==> config.mk <==
export PLATFORM = sky130hd
export DESIGN_NAME = sync_fifo_flags
export DESIGN_NICKNAME = d
export VERILOG_FILES = /design/src/rtl/fifo_pkg.sv /design/src/rtl/fifo_mem_2p.sv /design/src/rtl/sync_fifo_flags.sv
export SDC_FILE = /design/constraint.sdc
export NUM_CORES = 1
export LEC_CHECK = 0
export ABC_AREA = 1
export CORE_MARGIN = 1.5
export CORE_UTILIZATION = 30
export DETAILED_ROUTE_END_ITERATION = 10
export HOLD_SLACK_MARGIN = 0.1
export PLACE_DENSITY = 0.43
export SYNTH_ARGS = -nofsm -noshare
export SYNTH_HDL_FRONTEND = slang
export SYNTH_SLANG_ARGS = --single-unit
==> constraint.sdc <==
create_clock -name clk -period 3 [get_ports clk]
set_clock_uncertainty 0.15 [all_clocks]
set_input_delay 0.6 -clock clk [delete_from_list [all_inputs] [get_ports clk]]
set_output_delay 0.6 -clock clk [all_outputs]
set_load 0.05 [all_outputs]
==> src/rtl/fifo_pkg.sv <==
// Shared definitions for the FIFO family.
//   clog2_safe : pointer width helper that never returns 0
//   FIFO_STD   : registered-read mode selector
//   FIFO_FWFT  : first-word-fall-through mode selector
package fifo_pkg;

  localparam int FIFO_STD  = 0;
  localparam int FIFO_FWFT = 1;

  // $clog2(1) is 0, which would produce zero-width pointers.
  function automatic int clog2_safe(input int n);
    int w;
    w = $clog2(n);
    return (w < 1) ? 1 : w;
  endfunction

endpackage

==> src/rtl/fifo_mem_2p.sv <==
// DEPTH x DATA_WIDTH storage array.
// One synchronous write port and one asynchronous read port.
// The contents are not reset.
//   clk    : write clock
//   we     : write enable
//   waddr  : write address
//   wdata  : write data
//   raddr  : read address
//   rdata  : read data, combinational from raddr
module fifo_mem_2p #(
  parameter int DATA_WIDTH = 8,
  parameter int DEPTH      = 16,
  parameter int ADDR_WIDTH = 4
) (
  input  logic                  clk,
  input  logic                  we,
  input  logic [ADDR_WIDTH-1:0] waddr,
  input  logic [DATA_WIDTH-1:0] wdata,
  input  logic [ADDR_WIDTH-1:0] raddr,
  output logic [DATA_WIDTH-1:0] rdata
);

  logic [DATA_WIDTH-1:0] mem [DEPTH];

  always_ff @(posedge clk) begin
    if (we) mem[waddr] <= wdata;
  end

  assign rdata = mem[raddr];

endmodule

==> src/rtl/sync_fifo_flags.sv <==
// Single-clock FIFO with the following features:
//   - programmable almost-full and almost-empty thresholds
//   - a live occupancy count
//   - a synchronous flush
//   - sticky overflow and underflow flags
//   - a selectable FWFT read mode
//
// Ports:
//   clk, rst_n              : clock, synchronous active-low reset
//   flush                   : clears the contents and keeps the error flags
//   err_clr                 : clears overflow and underflow
//   wr_en, din              : write request and write data
//   rd_en                   : read request (pops the head in FWFT mode)
//   dout                    : read data (registered in STD mode, head word in FWFT mode)
//   full, almost_full       : count == DEPTH, count >= AF_THRESH
//   empty, almost_empty     : count == 0, count <= AE_THRESH
//   count                   : occupancy, 0..DEPTH
//   overflow, underflow     : sticky error flags
module sync_fifo_flags
  import fifo_pkg::*;
#(
  parameter  int DATA_WIDTH = 8,
  parameter  int DEPTH      = 16,
  parameter  int AF_THRESH  = DEPTH - 2,
  parameter  int AE_THRESH  = 2,
  parameter  int FWFT       = FIFO_STD,
  localparam int ADDR_WIDTH = clog2_safe(DEPTH)
) (
  input  logic                  clk,
  input  logic                  rst_n,
  input  logic                  flush,
  input  logic                  err_clr,
  input  logic                  wr_en,
  input  logic [DATA_WIDTH-1:0] din,
  input  logic                  rd_en,
  output logic [DATA_WIDTH-1:0] dout,
  output logic                  full,
  output logic                  almost_full,
  output logic                  empty,
  output logic                  almost_empty,
  output logic [ADDR_WIDTH:0]   count,
  output logic                  overflow,
  output logic                  underflow
);

  localparam int CW = ADDR_WIDTH + 1;
  localparam logic [CW-1:0] DEPTH_C = CW'(DEPTH);
  localparam logic [CW-1:0] AF_C    = CW'(AF_THRESH);
  localparam logic [CW-1:0] AE_C    = CW'(AE_THRESH);

  if (DEPTH < 4 || (DEPTH & (DEPTH - 1)) != 0) begin : g_bad_depth
    $error("sync_fifo_flags: DEPTH must be a power of two >= 4");
  end
  if (AF_THRESH < 1 || AF_THRESH > DEPTH) begin : g_bad_af
    $error("sync_fifo_flags: AF_THRESH out of range 1..DEPTH");
  end
  if (AE_THRESH < 0 || AE_THRESH > DEPTH - 1) begin : g_bad_ae
    $error("sync_fifo_flags: AE_THRESH out of range 0..DEPTH-1");
  end

  logic [ADDR_WIDTH-1:0] wr_ptr_q, wr_ptr_d;
  logic [ADDR_WIDTH-1:0] rd_ptr_q, rd_ptr_d;
  logic [CW-1:0]         count_q, count_d;
  logic                  full_q, empty_q, afull_q, aempty_q;
  logic                  ovf_q, ovf_d, udf_q, udf_d;
  logic                  wr_acc, rd_acc, ovf_set, udf_set;
  logic [DATA_WIDTH-1:0] rdata;

  // Acceptance is decided from the registered flags, so a full FIFO rejects
  // a write even when a read frees a slot in the same cycle. Flush masks
  // all requests, and therefore also the error conditions.
  always_comb begin
    wr_acc  = 1'b0;
    rd_acc  = 1'b0;
    ovf_set = 1'b0;
    udf_set = 1'b0;
    if (!flush) begin
      wr_acc  = wr_en && !full_q;
      rd_acc  = rd_en && !empty_q;
      ovf_set = wr_en && full_q;
      udf_set = rd_en && empty_q;
    end
  end

  always_comb begin
    wr_ptr_d = wr_ptr_q;
    rd_ptr_d = rd_ptr_q;
    count_d  = count_q;
    if (flush) begin
      wr_ptr_d = '0;
      rd_ptr_d = '0;
      count_d  = '0;
    end else begin
      if (wr_acc) wr_ptr_d = wr_ptr_q + ADDR_WIDTH'(1);
      if (rd_acc) rd_ptr_d = rd_ptr_q + ADDR_WIDTH'(1);
      unique case ({wr_acc, rd_acc})
        2'b10:   count_d = count_q + CW'(1);
        2'b01:   count_d = count_q - CW'(1);
        default: count_d = count_q;
      endcase
    end
    // A set condition outranks err_clr in the same cycle.
    ovf_d = (ovf_q && !err_clr) || ovf_set;
    udf_d = (udf_q && !err_clr) || udf_set;
  end

  // The flags are derived from count_d, so they line up with count on every cycle.
  always_ff @(posedge clk) begin
    if (!rst_n) begin
      wr_ptr_q <= '0;
      rd_ptr_q <= '0;
      count_q  <= '0;
      full_q   <= 1'b0;
      afull_q  <= 1'b0;
      empty_q  <= 1'b1;
      aempty_q <= 1'b1;
      ovf_q    <= 1'b0;
      udf_q    <= 1'b0;
    end else begin
      wr_ptr_q <= wr_ptr_d;
      rd_ptr_q <= rd_ptr_d;
      count_q  <= count_d;
      full_q   <= (count_d == DEPTH_C);
      afull_q  <= (count_d >= AF_C);
      empty_q  <= (count_d == '0);
      aempty_q <= (count_d <= AE_C);
      ovf_q    <= ovf_d;
      udf_q    <= udf_d;
    end
  end

  fifo_mem_2p #(
    .DATA_WIDTH (DATA_WIDTH),
    .DEPTH      (DEPTH),
    .ADDR_WIDTH (ADDR_WIDTH)
  ) u_mem (
    .clk   (clk),
    .we    (wr_acc && rst_n),
    .waddr (wr_ptr_q),
    .wdata (din),
    .raddr (rd_ptr_q),
    .rdata (rdata)
  );

  if (FWFT == FIFO_FWFT) begin : g_fwft
    // The head word is shown directly. It is meaningless while empty is high.
    assign dout = rdata;
  end else begin : g_std
    logic [DATA_WIDTH-1:0] dout_q;
    always_ff @(posedge clk) begin
      if (!rst_n || flush) dout_q <= '0;
      else if (rd_acc)     dout_q <= rdata;
    end
    assign dout = dout_q;
  end

  assign full         = full_q;
  assign almost_full  = afull_q;
  assign empty        = empty_q;
  assign almost_empty = aempty_q;
  assign count        = count_q;
  assign overflow     = ovf_q;
  assign underflow    = udf_q;

endmodule

Word-level counts from Yosys, hierarchy flattened:

Memory sizes are Yosys's and may differ from the RTL's. A register that Yosys moved wholly into a read port is not among the register bits.
Index checks and enable logic that the tools add are counted.

* equal/unequal tests: 3
* add/sub/neg operators: 4
* order comparisons: 2
* shift operators: 0
* bitwise logic cells: 1
* multiplexer cells: 8
* multiply operators: 0
* div/mod/pow operators: 0
* reductions and logical operators: 16

Operators by type and width (count)
* $pmux 5 s2: 1
* $add 4x1->4 const B: 2
* $logic_and 1x1->1: 7
* $mux 1: 6
* $add 5x1->5 const B: 1
* $eq 5x5->1 const B: 1
* $ge 5x4->1 const B: 1
* $le 5x2->1 const B: 1
* $logic_not 5->1: 1
* $mux 5: 1
* $sub 5x1->5 const B: 1
* $logic_not 1->1: 4
* $logic_or 1x1->1: 3
* $eq 2x1->1 const B: 1
* $eq 2x2->1 const B: 1
* $reduce_or 2->1: 1
* $not 1->1: 1

* RAM bits: 128
* bits in read-only memories: 0
* register bits: 19
* memories kept: 1
* input bits: 14
* logic and storage cells: 44
* latch bits: 0
* output and inout port bits: 19

Memory list
* u_mem.mem: depth 16, bits a word 8, read ports 1, clocked after memory_dff 1, wr ports 1, line fifo_mem_2p.sv:23 `logic [DATA_WIDTH-1:0] mem [DEPTH];`

Depth between registers and ports, before layout:

Gate-level depths: netlist (run 1).

* depth after elaboration: 7
* mapped depth: 16
* mapped depth without buffers: 16

Hierarchy:

A second synthesis (run 1) with hierarchy kept.

* cell total of the unflattened synthesis: 725
* area, all modules: 6952.9 µm²

By module, submodules not included
* fifo_mem_2p: area each 5606.6 µm², cells an instance 543, times used 1
* sync_fifo_flags: area each 1346.3 µm², cells an instance 182, times used 1

Worst setup path after synthesis (run 1):

No wires, ideal clock.

* kind: register to register
* start point: reg empty_q, in the netlist empty
* end point: reg aempty_q, in the netlist almost_empty
* stages on the path, launching flop included: 14
* clock period less this slack: 2.558 ns
* path slack: 0.442 ns
* path buffers: 2
* setup time: 0.058 ns
* arrival: 2.350 ns
* cells stage by stage: dfxtp_1 > inv_1 > nand2_1 > nor2_1 > buf_2 > buf_2 > ha_1 > inv_1 > or2_2 > nand3_1 > inv_1 > a22oi_1 > nand3_1 > nand2_1

* word-level cells in the longest chain between the ends: 7
* elaborated cells between the ends (all ways): 8
* classes of those cells: order compare (1); eq/ne (2); mux (3); reduce/logical (2)

Ends and longest elaborated chain
* start: declaration: line sync_fifo_flags.sv:64 `logic full_q, empty_q, afull_q, aempty_q;`
* start signal: assignment: line sync_fifo_flags.sv:125 `empty_q <= (count_d == '0);`
* $logic_not 1->1 (*): line sync_fifo_flags.sv:79 `rd_acc = rd_en && !empty_q;`
* $logic_and 1x1->1 (*): line sync_fifo_flags.sv:79
* $mux 1 (*): line sync_fifo_flags.sv:77 `if (!flush) begin`
* $eq 2x1->1 / $eq 2x2->1 (equally long branches): line sync_fifo_flags.sv:96 `unique case ({wr_acc, rd_acc})`
* $pmux 5 s2 (*): line sync_fifo_flags.sv:96
* $mux 5 (*): line sync_fifo_flags.sv:89 `if (flush) begin`
* $le 5x2->1 (*): line sync_fifo_flags.sv:126 `aempty_q <= (count_d <= AE_C);`
* end signal: assignment: line sync_fifo_flags.sv:126
* end: declaration: line sync_fifo_flags.sv:64

Mark *: on every way between the ends. The rest lies on a longest branch, timed or not.
A chain may end at the register's enable or synchronous reset.

Worst setup path after layout (run 1):

* start point: in rd_en
* end point: reg afull_q, in the netlist almost_full

* word-level cells in the longest chain between the ends: 6
* elaborated cells between the ends (all ways): 7
* classes of those cells: order compare (1); eq/ne (2); mux (3); reduce/logical (1)

Ends and longest elaborated chain
* start: declaration: line sync_fifo_flags.sv:35 `input logic rd_en,`
* $logic_and 1x1->1 (*): line sync_fifo_flags.sv:79
* $mux 1 (*): line sync_fifo_flags.sv:77
* $eq 2x1->1 / $eq 2x2->1 (equally long branches): line sync_fifo_flags.sv:96
* $pmux 5 s2 (*): line sync_fifo_flags.sv:96
* $mux 5 (*): line sync_fifo_flags.sv:89
* $ge 5x4->1 (*): line sync_fifo_flags.sv:124 `afull_q <= (count_d >= AF_C);`
* end signal: assignment: line sync_fifo_flags.sv:124
* end: declaration: line sync_fifo_flags.sv:64

Marked as above.

==> key figures, run 1 <==
Critical path
  – Setup crit end kind: flop
  – Reg2Reg Setup Slack: approximately 0.75 ns
  – Reg2reg path depth: 8
  – Worst reg2reg path startpoint: rd_ptr_q[0]
  – Required @ worst endpoint: 3.20 ns
  – CP Class: in -> reg
  – Worst Path Arrival: around 2.7 ns
  – CP Launch Type: input pin
  – Crit-path max FO: 7
  – Worst R2R End: dout[0]

STA
  – RSZ-0062 raised after global routing: no
  – Post-route clock period utilization: between 80% and 90%
  – Slew @ Worst Pin: a little under 0.7 ns
  – Max Slew Vio Count: 0
  – Final setup fails: 0
  – Post-route setup slack: just over 0.5 ns
  – Tmin final: roughly 2.5 ns
  – Max Freq: just over 400 MHz
  – Max_slew headroom: between 50% and 60%
  – Setup TNS Final: 0 ns
  – Final count of hold timing violations: 0

Yosys
  – Number of enable flip-flop cells after synthesis: 128
  – Commonest cells post-synth: edfxtp_1 (128), nor2_1 (96), o21ai_0 (63)
  – Ranking of synthesized cells by area: edfxtp_1 (60%), dfxtp_1 (8.5%), nor2_1 (5.7%)
  – Yosys warning count: 0
  – Post-Synthesis Cells: roughly 540
  – Most common cell in the synthesized netlist: edfxtp_1
  – Synth unique cells: 30
  – Syn Area/Cell: about 12 um^2
  – Post-synth ARST share: 0%
  – Largest area contributor in the netlist: edfxtp_1
  – Main synth FF type: edfxtp_1
  – Sequential area share after synthesis: about 69%
  – Synth top area share: about 60%
  – Syn Nets: 560
  – Post-Syn Area: 6350 um^2
  – Seq cells post-synth: approximately 160

Placed design
  – Pre-CTS setup slack: around 0.096 ns
  – Dpl hpwl: 10500 um
  – GPL Wtd Cong: 0.811
  – PortBufs: 32

Flow run
  – Max Cap Viol: 0

Power
  – PD cells: around 620 nW/um^2
  – Total power: 4.72 mW
  – Peak supply drop: 329 uV
  – Static leakage: between 2 and 3 nW

Die
  – IO Count: 33
  – Die W: 149 um
  – Die area: 22100 um^2
  – Starting Density: between 30% and 40%
  – Core Area: ~21000 um^2
  – Die Y: ~150 um
  – Rows: 53

Global route
  – Overall Global Routing Usage: 15.2%
  – First-pass GRT wire length: around 25000 um
  – Largest net degree at the start of global routing: a little under 70
  – GR Overflow Total: 0
  – Vias in the first global route: roughly 4200
  – Initial antenna violation count: 0

Hold path
  – Hold Crit Depth: 2
  – Hold Crit Start: overflow
  – Hold Path End: overflow
  – Hold crit path type: reg -> reg

Clocking
  – Post-CTS Setup Inserts: 0
  – Clock Path Buffers: 2
  – Clk slew on worst S/H paths: roughly 0.060 ns
  – Post_cts resized: 0
  – H-tree depth: 4
  – Clock sinks: between 150 and 200
  – # hold bufs at CTS: 0
  – CTS tree: done
  – Root Driver: clkbuf_16
  – Worst skew pair latency: roughly 0.42 ns
  – TritonCTS buffer count: 17

Routing
  – Drt total wl: roughly 16000 um
  – DR vias/cell: a little under 5
  – Routed Antenna Nets: 0
  – Detailed-route DRC error count: 0
  – Vias: 4296
  – Wire per inst: approximately 18 um
  – Drt initial violations: between 300 and 400
  – DR pass1 iterations: 5

Cells and area
  – P&R area growth vs syn: 20.9%
  – # diodes: 0
  – Nets: between 600 and 700
  – Proportion of layout cells with a drive suffix above 1: between 10% and 20%
  – Fin util: a little under two fifths

Outcome
  – Status: finished, final reports clean
## worst max-delay path by stage
stage                        start           end  cells after the start  slack, ns
after floorplan              empty  almost_empty                     13       0.44
after global placement       rd_en   almost_full                     13       0.19
after detailed placement     rd_en   almost_full                     11        0.1
after CTS                 count[1]      count[1]                      1       0.52
after global routing         rd_en   almost_full                     11       0.24
final                        rd_en   almost_full                     11       0.52
## registers in the layout, indices dropped and copies added (netlist names)
signal / flops
count: 5
almost_empty: 1
empty: 1
overflow: 1
rd_ptr_q: 4
dout: 8
almost_full: 1
underflow: 1
wr_ptr_q: 4
u_mem.mem: 128
full: 1
## layout by cell type (no fill, tap or decap), drive strengths merged, types with 2 or more instances in the layout
cell type	n
dfxtp	27
nand3	39
o211ai	8
nor3	3
inv	39
nor4	2
o22ai	2
clkbuf	21
ha	7
nand2	38
o221ai	28
clkinv	8
o21ai	75
a21oi	17
clkdlybuf4s50	32
edfxtp	128
nor2	97
buf	31
## metal layers
layer | up-vias | GRT usage (%) | share of wire [%]
li1 | 2071 | - | -
met1 | 2115 | 19.0 | 44
met2 | 91 | 25.7 | 51
met3 | 19 | 3.50 | 3.3
met4 | 0 | 5.94 | 1.8
met5 | - | 0 | 0
## worst max-delay path: stages
cell and delay, ns:
clkdlybuf4s50_1 0.51, nand2_1 0.09, nor2_1 0.25, ha_1 0.33, inv_1 0.18, nor2_1 0.06
nor3_1 0.22, inv_1 0.09, nor2_1 0.12, nand3_1 0.09, o21ai_1 0.14
## where the power goes
part	leakage (nW)	switching, mW	total [mW]	internal, mW
sequential	1.37	0.0134	2.36	2.35
clock	0.300	0.857	2.09	1.23
combinational	1.02	0.186	0.274	0.0885
total	2.69	1.06	4.72	3.67
## area by class of cell
cell class | count | area (um^2)
inverters | 36 | 135
clock inverters | 11 | 76.3
fillers | 2058 | 13200
well taps | 275 | 344
repair buffers | 63 | 553
multi-input cells | 321 | 1670
clock buffers | 21 | 514
flip-flops and latches | 155 | 4390
## kinds of logic after synthesis
kind of cell,after synthesis,synth area share [%]
buf+inv,63,4.69
fa+ha+maj,7,1.38
simple gates,182,12.4
compound gates,131,12.4
flops,155,69.0
xor+xnor,1,0.138
## per-stage QoR
step	std cells	hold WS [ns]	area [um^2]
2_1_floorplan	539	0.305	6350
6_report	882	0.318	7680
4_1_cts	882	0.322	7680
3_3_place_gp	850	0.309	7090
5_1_grt	882	0.357	7680
3_5_place_dp	850	0.310	7090
Power figures use the tool's default switching activity.
==> run 2, diff against run 1 <==
==> constraint.sdc (replaced) <==
create_clock -name clk -period 2.5 [get_ports clk]
set_clock_uncertainty 0.15 [all_clocks]
set_input_delay 0.5 -clock clk [delete_from_list [all_inputs] [get_ports clk]]
set_output_delay 0.5 -clock clk [all_outputs]
set_load 0.05 [all_outputs]
==> run 2 against run 1 <==
Via count down 0.77%. Combinational power up 30%. Worst hold slack about the same. Routed wire length up 1.5%. Global-route usage up 0.18 points. First-iteration DRC count down 31%. Die area unchanged. Clock power up 36%. Final cell count up 1.7%. Largest cell class unchanged. Highest routed layer unchanged.
==> key figures, run 2 (synthesis results as in run 1) <==
Cells and area
  – Max reg flops: 128 (unchanged)
  – Final instance area: 7860 um^2 (was 7680 um^2)
  – Most common cell after layout, fill and taps aside: edfxtp_1 (unchanged)
  – Most flop-heavy register: u_mem.mem (unchanged)
  – Nets: 630 (was 615)
  – P&R area growth vs syn: 23.7% (was 20.9%)
  – # fillers: 2052 (was 2058)
  – Most frequent cells in the layout: edfxtp_1 (128), nor2_1 (96), o21ai_0 (63), buf_4 (45), nand3_1 (37) (was edfxtp_1 (128), nor2_1 (96), o21ai_0 (63), nand3_1 (37))
  – # diodes: 0 (unchanged)
  – Proportion of layout cells with a drive suffix above 1: 14.8% (was 12.5%)

Hold path
  – Hold Crit Depth: 2 (unchanged)
  – Hold Path End: underflow (was overflow)
  – Hold crit path type: reg -> reg (unchanged)
  – Hold Crit Start: underflow (was overflow)

Routing
  – DR pass1 iterations: 5 (unchanged)
  – Wire per inst: 18.0 um (about the same)
  – Detailed-route DRC error count: 0 (unchanged)
  – Drt total wl: 16100 um (was 15900 um)
  – Vias: 4263 (was 4296)
  – DR vias/cell: 4.75 (was 4.87)
  – Routed Antenna Nets: 0 (unchanged)
  – Drt initial violations: 237 (was 342)

STA
  – Max Freq: roughly 420 MHz
  – Tmin final: between 2 and 2.5 ns
  – Max_slew headroom: 55.6% (was 54.6%)
  – Final count of hold timing violations: 0 (unchanged)
  – Slew @ Worst Pin: 0.664 ns (was 0.681 ns)
  – RSZ-0062 raised after global routing: no (unchanged)
  – Post-route clock period utilization: between 90% and 100%
  – Hold WS: 0.317 ns (was 0.318 ns)
  – Final setup fails: 0 (unchanged)
  – Max Slew Vio Count: 0 (unchanged)

Power
  – Logic pwr share: 5.9% (was 5.8%)
  – Static leakage: 2.79 nW (was 2.69 nW)
  – Sequential share of power: 47.0% (was 49.9%)
  – Clock network power share: 47.1% (was 44.3%)
  – Peak supply drop: 322 uV (was 329 uV)
  – Sw Share: 22.8% (was 22.4%)
  – Psw: 1.37 mW (was 1.06 mW)
  – Pint: 4.65 mW (was 3.67 mW)
  – PD cells: 766 nW/um^2 (was 615 nW/um^2)

Critical path
  – Largest stage delay on the critical path: 0.85 ns (was 0.51 ns)
  – Reg2reg path depth: 16 (was 8)
  – Worst path buffer plus inverter count: 1 (was 3)
  – Reg2Reg Setup Slack: 0.44 ns (was 0.75 ns)
  – CP Class: reg -> out (was in -> reg)
  – Worst-path cell chain: clkdlybuf4s50_1 (was clkdlybuf4s50_1 > nand2_1 > nor2_1 > ha_1 > inv_1 > nor2_1 > nor3_1 > inv_1 > nor2_1 > nand3_1 > o21ai_1)
  – Critical-path top delay cell: clkdlybuf4s50_1 (unchanged)
  – Worst R2R End: full (was dout[0])
  – Crit. path cell count: 1 (was 11)
  – Worst reg2reg path startpoint: empty (was rd_ptr_q[0])
  – Worst Path Arrival: 1.72 ns (was 2.68 ns)
  – Setup crit end kind: output pin (was flop)
  – Required @ worst endpoint: 1.85 ns (was 3.20 ns)
  – Crit-path max FO: 6 (was 7)
  – CP Launch Type: flop (was input pin)
  – CP delay by family, top: buffers and inverters (was simple AND/OR/NAND/NOR gates)

Die
  – Rows: 53 (unchanged)
  – Die W: 149 um (unchanged)
  – IO Count: 33 (unchanged)
  – Die Y: 149 um (unchanged)
  – Core Area: 20900 um^2 (unchanged)
  – Die area: 22100 um^2 (unchanged)
  – Starting Density: 30.4% (unchanged)

Clocking
  – # hold bufs at CTS: 0 (unchanged)
  – Root Driver: clkbuf_16 (unchanged)
  – Clk slew on worst S/H paths: 0.07 ns (was 0.06 ns)
  – TritonCTS buffer count: 17 (unchanged)
  – Post-CTS Setup Inserts: 0 (unchanged)
  – Worst skew pair latency: 0.43 ns (was 0.42 ns)
  – H-tree depth: 4 (unchanged)
  – Clock sinks: 155 (unchanged)
  – Post_cts resized: 0 (unchanged)
  – CTS tree: done (unchanged)
  – Clock Path Buffers: 2 (unchanged)

Placed design
  – Dpl hpwl: 10500 um (about the same)
  – GPL Wtd Cong: 0.748 (was 0.811)
  – Cell Area, Placed: 7220 um^2 (was 7090 um^2)
  – PortBufs: 32 (unchanged)

Global route
  – GR Overflow Total: 0 (unchanged)
  – First-pass GRT wire length: 24900 um (was 24600 um)
  – Vias in the first global route: 4295 (was 4247)
  – Largest net degree at the start of global routing: 68 (unchanged)
  – Overall Global Routing Usage: 15.4% (was 15.2%)
  – Initial antenna violation count: 0 (unchanged)

Outcome
  – Status: finished, final reports clean (unchanged)

Flow run
  – Max Cap Viol: 0 (unchanged)
==> run 2: routing by layer <==
metal	share of wire, %	track usage, %	routed length [um]	vias up
li1	-	-	-	2106
met1	46	20.7	7380	2067
met2	49	24.5	7820	74
met3	4.0	3.04	640	16
met4	1.7	6.09	280	0
met5	0	0	0	-
==> run 2: power groups by stage <==
| stage | Combinational [mW] | Sequential [mW] | Clock [mW] |
|---|---|---|---|
| floorplan | 0.152 | 2.93 | 0 |
| global placement | 0.360 | 2.89 | 0 |
| detailed placement | 0.362 | 2.89 | 0 |
| CTS | 0.363 | 2.83 | 2.90 |
| global route | 0.395 | 2.83 | 3.01 |
| finish | 0.356 | 2.83 | 2.84 |
==> run 2: cell type report <==
type	count	area [um^2]	share of cell area (%)
Tap cell	275	344	4.38
Sequential cell	155	4390	55.8
Timing Repair Buffer	78	678	8.63
Inverter	36	135	1.72
Clock buffer	17	425	5.41
Clock inverter	15	221	2.82
Multi-Input combinational cell	321	1670	21.3
==> run 2: stage by stage <==
stage                     setup WS, ns  power, mW  util, %  setup TNS (ns)  instances
after floorplan                  0.119       3.08        -               0        539
after global placement          -0.112       3.24     34.5          -0.504        865
after detailed placement        -0.188       3.25     34.5           -1.05        865
after CTS                        0.113       6.09     37.6               0        897
after global routing           0.00138       6.24     37.6               0        897
final                            0.132       6.02     37.6               0        897
==> run 2: worst max-delay path by stage <==
stage / from / slack (ns) / end
final: count[1] / 0.13 / count[1]
after global routing: flush / 0.001 / full
after CTS: count[1] / 0.11 / count[1]
after detailed placement: flush / -0.19 / almost_full
after global placement: flush / -0.11 / almost_empty
after floorplan: empty / 0.12 / almost_empty
==> run 3, diff against run 2 <==
--- a/config.mk
+++ b/config.mk
@@ -6,6 +6,7 @@
 export NUM_CORES = 1
 export LEC_CHECK = 0
 export ABC_AREA = 1
+export CORE_ASPECT_RATIO = 0.5
 export CORE_MARGIN = 1.5
 export CORE_UTILIZATION = 30
 export DETAILED_ROUTE_END_ITERATION = 10
==> run 3 against run 2 <==
Global-route usage rose by 0.66 points. Sequential share of layout area is 0.71 points higher. Critical endpoint unchanged. Largest cell class unchanged. Critical path type unchanged. Final cell count is 0.11% higher.
==> key figures, run 3 (synthesis results as in run 1) <==
Clocking
  – TritonCTS buffer count: 17 (unchanged)
  – Clk slew on worst S/H paths: 0.06 ns (was 0.07 ns)
  – # hold bufs at CTS: 0 (unchanged)
  – CTS tree: done (unchanged)
  – Worst skew pair latency: 0.42 ns (was 0.43 ns)
  – Root Driver: clkbuf_16 (unchanged)
  – H-tree depth: 4 (unchanged)
  – Post_cts resized: 0 (unchanged)
  – Post-CTS Setup Inserts: 0 (unchanged)
  – Clock sinks: 155 (unchanged)
  – Clock Path Buffers: 2 (unchanged)

Die
  – IO Count: 33 (unchanged)
  – Die Y: 106 um (was 149 um)
  – Rows: 37 (was 53)
  – Starting Density: 30.8% (was 30.4%)
  – Die area: 22100 um^2 (about the same)
  – Die W: 209 um (was 149 um)
  – Core Area: 20600 um^2 (was 20900 um^2)

Cells and area
  – P&R area growth vs syn: 22.2% (was 23.7%)
  – Most flop-heavy register: u_mem.mem (unchanged)
  – Fin util: 37.6% (about the same)
  – Most common cell after layout, fill and taps aside: edfxtp_1 (unchanged)
  – Proportion of layout cells with a drive suffix above 1: 14.2% (was 14.8%)
  – Final instance area: 7760 um^2 (was 7860 um^2)
  – Nets: 633 (was 630)
  – # diodes: 0 (unchanged)
  – Max reg flops: 128 (unchanged)
  – Most frequent cells in the layout: edfxtp_1 (128), nor2_1 (96), o21ai_0 (63), buf_4 (48), nand3_1 (37) (was edfxtp_1 (128), nor2_1 (96), o21ai_0 (63), buf_4 (45), nand3_1 (37))

Flow run
  – Max Cap Viol: 0 (unchanged)

Critical path
  – Worst path buffer plus inverter count: 1 (unchanged)
  – Worst Path Arrival: 1.69 ns (was 1.72 ns)
  – Critical-path top delay cell: clkdlybuf4s50_1 (unchanged)
  – Largest stage delay on the critical path: 0.85 ns (about the same)
  – Worst-path cell chain: clkdlybuf4s50_1 (unchanged)
  – CP Launch Type: flop (unchanged)
  – CP delay by family, top: buffers and inverters (unchanged)
  – CP Class: reg -> out (unchanged)
  – Worst Setup SP: count[1] (unchanged)
  – Setup crit end kind: output pin (unchanged)
  – Required @ worst endpoint: 1.85 ns (about the same)
  – Crit-path max FO: 6 (unchanged)
  – Reg2Reg Setup Slack: 0.41 ns (was 0.44 ns)
  – Worst reg2reg path startpoint: rd_ptr_q[0] (was empty)

STA
  – Final setup fails: 0 (unchanged)
  – Max Slew Vio Count: 0 (unchanged)
  – Tmin final: 2.34 ns (was 2.37 ns)
  – Max_slew headroom: 55.9% (was 55.6%)
  – Max Freq: 427 MHz (was 422 MHz)
  – Final count of hold timing violations: 0 (unchanged)
  – Post-route clock period utilization: 93.7% (was 94.7%)
  – RSZ-0062 raised after global routing: no (unchanged)
  – Slew @ Worst Pin: 0.660 ns (was 0.664 ns)
  – Setup TNS Final: 0 ns (unchanged)
  – Hold WS: 0.317 ns (about the same)
  – Post-route setup slack: 0.157 ns (was 0.132 ns)

Routing
  – DR pass1 iterations: 5 (unchanged)
  – DR vias/cell: 4.89 (was 4.75)
  – Length of routed met2 wiring: 7520 um (was 7820 um)
  – Met1 WL: 8480 um (was 7380 um)
  – Drt initial violations: 304 (was 237)
  – Wire per inst: 19.0 um (was 18.0 um)
  – Routed Antenna Nets: 0 (unchanged)
  – Top sig layer: met4 (unchanged)
  – Drt total wl: 17000 um (was 16100 um)
  – Met3 WL post-DR: 902 um (was 640 um)
  – Vias: 4392 (was 4263)
  – Detailed-route DRC error count: 0 (unchanged)

Power
  – Peak supply drop: 494 uV (was 322 uV)
  – PD cells: 714 nW/um^2 (was 766 nW/um^2)
  – Static leakage: 2.75 nW (was 2.79 nW)

Global route
  – Vias in the first global route: 4229 (was 4295)
  – Largest net degree at the start of global routing: 45 (was 68)
  – Overall Global Routing Usage: 16.1% (was 15.4%)
  – First-pass GRT wire length: 25900 um (was 24900 um)
  – GR Overflow Total: 0 (unchanged)
  – Initial antenna violation count: 0 (unchanged)

Hold path
  – Hold crit path type: reg -> reg (unchanged)
  – Hold Crit Start: underflow (unchanged)

Placed design
  – Dpl hpwl: 11300 um (was 10500 um)
  – Pre-CTS setup slack: -0.189 ns (was -0.188 ns)
  – GPL Wtd Cong: 0.795 (was 0.748)
  – Cell Area, Placed: 7240 um^2 (was 7220 um^2)
  – PortBufs: 32 (unchanged)

Outcome
  – Status: finished, final reports clean (unchanged)
run 3: changes by cell type in the layout (fill, tap and decap cells not counted):
cell	change
inv_6	-8
clkinv_2	+4
clkbuf_16	+1
inv_4	+2
bufinv_16	-4
inv_8	-2
clkbuf_8	+1
clkbuf_1	+6
buf_4	+3
run 3: layout make-up:
class	instances	area [um^2]
fillers	2066	12900
clock buffers	25	487
inverters	36	135
repair buffers	81	701
flip-flops and latches	155	4390
multi-input cells	321	1670
clock inverters	7	41.3
well taps	273	342
run 3: path summary, 6_finish.rpt:
| check | endpoint | cells past startpoint |
|---|---|---|
| setup / recovery | count[1] | 1 |
| hold / removal | underflow | 2 |
| setup reg to reg | dout[6] | 8 |
| hold reg to reg | underflow | 2 |
run 3: layer usage:
metal,vias to the layer above,track usage (%)
li1,2104,-
met1,2172,22.7
met2,107,24.5
met3,9,4.17
met4,0,4.24
met5,-,0
run 3: metrics by stage:
stage	power [mW]	std cells
floorplan	3.08	539
global placement	3.25	866
detailed placement	3.25	866
CTS	5.61	898
global route	5.74	898
finish	5.54	898
run 3: report_power, final:
group | internal (mW) | switching (mW) | total [mW]
sequential | 2.82 | 0.0149 | 2.83
combinational | 0.125 | 0.238 | 0.362
clock | 1.35 | 0.996 | 2.35
total | 4.29 | 1.25 | 5.54
